<file path="config.mk">
export PLATFORM = sky130hd
export DESIGN_NAME = piso_bidir_serializer
export DESIGN_NICKNAME = d
export VERILOG_FILES = /design/src/rtl/serializer_pkg.sv /design/src/rtl/bidir_shift_core.sv /design/src/rtl/piso_bidir_serializer.sv
export SDC_FILE = /design/constraint.sdc
export NUM_CORES = 1
export LEC_CHECK = 0
export ABC_AREA = 1
export CAP_MARGIN = 20
export CORE_MARGIN = 2
export CORE_UTILIZATION = 32
export CTS_BUF_LIST = sky130_fd_sc_hd__clkbuf_4
export DETAILED_ROUTE_END_ITERATION = 7
export PLACE_DENSITY_LB_ADDON = 0.2
export SETUP_SLACK_MARGIN = 0.05
export SLEW_MARGIN = 5
export SYNTH_ARGS = -nofsm -noshare
export SYNTH_HDL_FRONTEND = slang
export SYNTH_SLANG_ARGS = --single-unit
export TNS_END_PERCENT = 50
</file>
<file path="constraint.sdc">
create_clock -name clk -period 1.5 [get_ports clk]
set_input_delay 0.375 -clock clk [delete_from_list [all_inputs] [get_ports clk]]
set_output_delay 0.375 -clock clk [all_outputs]
set_load 0.05 [all_outputs]
</file>
<file path="src/rtl/serializer_pkg.sv">
// Shared types and constants for the parallel-in / serial-out serializer.
package serializer_pkg;

    // Word-level control state: IDLE waits for a word, SHIFT streams it out.
    typedef enum logic {
        IDLE  = 1'b0,
        SHIFT = 1'b1
    } state_e;

    // Encoding of load_dir: which end of the word leaves first.
    localparam logic DIR_MSB_FIRST = 1'b0;
    localparam logic DIR_LSB_FIRST = 1'b1;

endpackage

</file>
<file path="src/rtl/bidir_shift_core.sv">
// WIDTH-bit shift register with parallel load, zero fill and a selectable
// shift direction. exit_bit is the bit at the end the word leaves from.
module bidir_shift_core
    import serializer_pkg::*;
#(
    parameter int WIDTH = 4
) (
    input  logic             clk,
    input  logic             rst,
    input  logic             load,
    input  logic [WIDTH-1:0] load_data,
    input  logic             shift_en,
    input  logic             dir,
    output logic             exit_bit
);

    logic [WIDTH-1:0] shreg_q;
    logic [WIDTH-1:0] shreg_d;
    logic [WIDTH-1:0] toward_msb;
    logic [WIDTH-1:0] toward_lsb;

    // Per-bit neighbours for both shift directions, with zero entering at the far end.
    generate
        for (genvar gi = 0; gi < WIDTH; gi++) begin : g_shift_taps
            if (gi == 0) begin : g_msb_fill
                assign toward_msb[gi] = 1'b0;
            end else begin : g_msb_tap
                assign toward_msb[gi] = shreg_q[gi-1];
            end

            if (gi == WIDTH - 1) begin : g_lsb_fill
                assign toward_lsb[gi] = 1'b0;
            end else begin : g_lsb_tap
                assign toward_lsb[gi] = shreg_q[gi+1];
            end
        end
    endgenerate

    // Load wins over shift so a new word can replace the last bit of the old one.
    always_comb begin
        shreg_d = shreg_q;
        if (load) begin
            shreg_d = load_data;
        end else if (shift_en) begin
            shreg_d = (dir == DIR_LSB_FIRST) ? toward_lsb : toward_msb;
        end
    end

    // Shift register storage.
    always_ff @(posedge clk) begin
        if (rst) begin
            shreg_q <= '0;
        end else begin
            shreg_q <= shreg_d;
        end
    end

    // Bit currently sitting at the exit end for the active direction.
    assign exit_bit = (dir == DIR_LSB_FIRST) ? shreg_q[0] : shreg_q[WIDTH-1];

endmodule

</file>
<file path="src/rtl/piso_bidir_serializer.sv">
// Parallel-in, serial-out serializer with valid/ready on both sides.
// A word is accepted over the load port and streamed out one bit per beat,
// MSB-first or LSB-first as chosen with the word. A new word may be accepted
// on the same edge as the final beat of the previous one, so back-to-back
// words stream without a gap.
module piso_bidir_serializer
    import serializer_pkg::*;
#(
    parameter int WIDTH = 4
) (
    input  logic             clk,
    input  logic             rst,
    input  logic             load_valid,
    output logic             load_ready,
    input  logic [WIDTH-1:0] load_data,
    input  logic             load_dir,
    output logic             sout,
    output logic             sout_valid,
    output logic             sout_last,
    input  logic             sout_ready,
    output logic             busy
);

    localparam int CNT_W = $clog2(WIDTH);
    localparam logic [CNT_W-1:0] CNT_LAST = CNT_W'(WIDTH - 1);

    state_e           state_q;
    state_e           state_d;
    logic [CNT_W-1:0] cnt_q;
    logic [CNT_W-1:0] cnt_d;
    logic             dir_q;
    logic             dir_d;

    logic             exit_bit;
    logic             in_shift;
    logic             load_accept;
    logic             beat;

    bidir_shift_core #(
        .WIDTH (WIDTH)
    ) u_core (
        .clk       (clk),
        .rst       (rst),
        .load      (load_accept),
        .load_data (load_data),
        .shift_en  (beat),
        .dir       (dir_q),
        .exit_bit  (exit_bit)
    );

    // State, bit counter and latched direction.
    always_ff @(posedge clk) begin
        if (rst) begin
            state_q <= IDLE;
            cnt_q   <= '0;
            dir_q   <= DIR_MSB_FIRST;
        end else begin
            state_q <= state_d;
            cnt_q   <= cnt_d;
            dir_q   <= dir_d;
        end
    end

    // Next state: a load always (re)starts a word; the last beat returns to IDLE.
    always_comb begin
        state_d = state_q;
        cnt_d   = cnt_q;
        dir_d   = dir_q;
        if (load_accept) begin
            state_d = SHIFT;
            cnt_d   = '0;
            dir_d   = load_dir;
        end else if (beat) begin
            if (sout_last) begin
                state_d = IDLE;
                cnt_d   = '0;
            end else begin
                cnt_d = cnt_q + CNT_W'(1);
            end
        end
    end

    // Outputs and handshakes; everything is forced quiet while rst is high,
    // including the cycle where rst first lands mid-word.
    always_comb begin
        in_shift    = (state_q == SHIFT) && !rst;
        sout_valid  = in_shift;
        sout        = in_shift && exit_bit;
        sout_last   = in_shift && (cnt_q == CNT_LAST);
        busy        = in_shift;
        beat        = sout_valid && sout_ready;
        load_ready  = !rst && ((state_q == IDLE) || (sout_last && sout_ready));
        load_accept = load_valid && load_ready;
    end

endmodule
</file>
==> key figures <==
Pwr
  • Sequential share of power: 40.9%
  • Pwr dens: 652 mW/mm2
  • VDD IR max: 0.000329 V
  • Pwr Total: 0.572 mW
  • Lkg Pwr: 0.405 nW
  • Sw frac: 29.9%
  • Pint: 0.401 mW
  • Clock share of power: 30.0%
  • Psw: 0.171 mW
  • Combinational share of power: 29.1%

Yosys
  • Top cells by area, synth: dfxtp_1 32%, nand2_1 13%, nand3_1 12%
  • Post-synth top area share: 32.2%
  • Synth area leader: dfxtp_1
  • Syn Area/Cell: 6.71 um2
  • Flops & latches, synth: 8
  • Unique masters post-synth: 18
  • Syn nets: 84
  • Synth Cell Area: 497 um2
  • Register area share after synthesis: 32.2%
  • Synth warnings: 0
  • Post-Syn Instances: 74

Routing
  • Post-Route WL: 1250 um
  • Antenna-violating nets left: 0
  • DRT Pass-1 Iters: 4
  • Drc violations: 0
  • Routed wire per std cell: 10.8 um
  • Via count: 546
  • Vias per cell: 4.71
  • Violation count after the first detailed-route iteration: 12

Floorplan
  • I/O Pins: 14
  • Die footprint: 0.00188 mm2
  • Placeable Area: 0.00149 mm2
  • Die Wd: 43.4 um
  • Row count: 14
  • Starting Density: 33.4%
  • Die Height: 43.4 um

STA
  • Max Clk Rate: 663 MHz
  • Final Hold Vio Count: 0
  • Skew final: 0.00624 ns
  • Unrepaired setup endpoints after global routing: yes
  • Minimum clock period: 1.51 ns
  • Worst slew pin tran: 0.187 ns
  • Final worst setup slack: -0.00927 ns
  • Final Max Slew Viols: 0
  • Headroom to the max-slew limit: 87.5%
  • Finish-stage setup viols: 1
  • Final period utilization: 101%

Global route
  • First-pass GRT wire length: 2130 um
  • GR Overflow Total: 0
  • GRT busiest layer: met2
  • Grt met1 use: 19.2%
  • GRT Util Overall: 15.9%
  • Initial antenna violation count: 0
  • Pin count of the biggest net entering global routing: 8
  • GRT met3 Usage: 3.75%
  • Vias in the first global route: 505
  • Met2 Usage GRT: 25.1%

Worst setup path
  • WS Path Type: reg2out
  • CP endpoint kind: output port
  • Arr. time, crit path: 1.13 ns
  • Reg2Reg Launch Point: cnt_q[1]
  • R2r endpoint: u_core.shreg_q[0]
  • CP Launch Type: flop
  • CP max FO: 2
  • Worst endpoint required time: 1.12 ns
  • Worst R2R Setup Slack: 0.16 ns
  • R2r worst-path depth: 8

Placed design
  • Final RePlAce weighted congestion: 0.786
  • Placed cell count: 110
  • Buffers on Ports: 13
  • DP HPWL: 944 um

Finish
  • Antenna fix cells: 0
  • Most common cell after layout, fill and taps aside: nand2_1
  • FILL cells: 139
  • Area grow syn2layout: 76.6%
  • Ratio of cells with drive above 1 in the final layout: 39.0%
  • Area of the multi-input gates: 328 um2
  • Final #Nets: 112
  • Storage element area: 166 um2
  • Most frequent cells in the layout: 15 x nand2_1, 12 x nand3_1, 11 x buf_4, 10 x inv_1
  • Finished Layout Cells: 116

Clocking
  • Clk_lat worst skew: 0.26 ns
  • CTS buffer count: 3
  • H-tree lvl count: 1
  • CTS tree: done
  • CTS Sinks: 8
  • Root Driver: clkbuf_4
  • Hold-fix buffers at CTS: 0
  • Clock-pin slew of the registers on the worst-case setup and hold paths: 0.06 ns
  • Max Buffers Root-to-Sink: 2

Status
  • Outcome: complete, but fails checks
  • Violated checks: setup timing

Worst hold path
  • Hold Crit Class: in2reg
  • Hold depth: 3
  • HP Start: rst
  • Hold Path Sink: state_q

Job
  • Max cap viols: 0
==> worst max-delay path by stage <==
stage,from,end,slack (ns)
6_report,cnt_q[1],load_ready,-0.009
5_1_grt,cnt_q[0],load_ready,-0.06
4_1_cts,cnt_q[1],load_ready,-0.02
3_5_place_dp,rst,sout_valid,-0.27
3_3_place_gp,rst,busy,-0.25
2_1_floorplan,rst,sout,-0.09
==> per-stage QoR <==
stage               setup WS [ns]  utilization (%)  cell area (um2)  TNS (ns)  hold WS (ns)
global placement           -0.255             52.8              786     -2.13         0.467
floorplan                 -0.0855                -              522   -0.0855         0.444
detailed placement         -0.266             52.8              786     -2.20         0.490
finish                   -0.00927             58.9              877  -0.00927         0.442
CTS                       -0.0250             58.2              867   -0.0250         0.436
global route              -0.0618             58.9              877   -0.0975         0.466
==> critical path: stages (launching register included) <==
cell and delay, ns:
dfxtp_2 0.35, ha_4 0.14, nand2_4 0.06, a21oi_4 0.16, buf_12 0.16
==> Yosys cell counts <==
cell and count:
nor2_1 4, nand3_2 1, nand2_1 17, inv_2 2
nand3b_1 2, o21ai_0 3, buf_6 1, nand2_4 1
ha_1 1, nand3_1 12, o21ai_1 1, a21oi_1 6
buf_4 1, buf_2 1, or2_2 1, dfxtp_1 8
inv_1 11, nor2_8 1
==> power by group through the flow <==
stage / Combinational (mW) / Clock, mW / Sequential, mW
2_1_floorplan: 0.0796 / 0 / 0.235
3_3_place_gp: 0.153 / 0 / 0.239
3_5_place_dp: 0.154 / 0 / 0.239
4_1_cts: 0.163 / 0.179 / 0.234
5_1_grt: 0.179 / 0.188 / 0.236
6_report: 0.166 / 0.171 / 0.234
==> routing by layer <==
layer  wire [um]  vias up
li1            -      289
met1         579      242
met2         594       11
met3          40        4
met4          36        0
met5           0        -
==> layout make-up <==
type                            instances  share of cell area [%]
Multi-Input combinational cell         50                    37.4
Inverter                               13                    5.99
Sequential cell                         8                    19.0
Clock buffer                            3                    2.57
Timing Repair Buffer                   26                    32.8
Tap cell                               16                    2.28
==> cell families (layout without fill, tap and decap cells) <==
family                   count (synthesis)  in the layout  share of synthesized area [%]
adder cells (fa/ha/maj)                  1              1                           2.52
buffers and inverters                   16             42                           14.6
AND/OR/NAND/NOR                         39             39                           40.6
AO/OA/AOI/OAI                           10             10                           10.1
flip-flops                               8              8                           32.2
==> sequential cells by signal (all words and copies together), names as in the netlist <==
| register | flops |
|---|---|
| cnt_q | 2 |
| dir_q | 1 |
| state_q | 1 |
| u_core.shreg_q | 4 |
==> what timing repair did <==
| action | in CTS | in global routing |
|---|---|---|
| gates resized for setup | 16 | 2 |
| pin swaps | 4 | 1 |
| buffers inserted | 3 | 0 |
| setup endpoints to repair | 5 | 8 |
(Power assumes the default switching activity.)
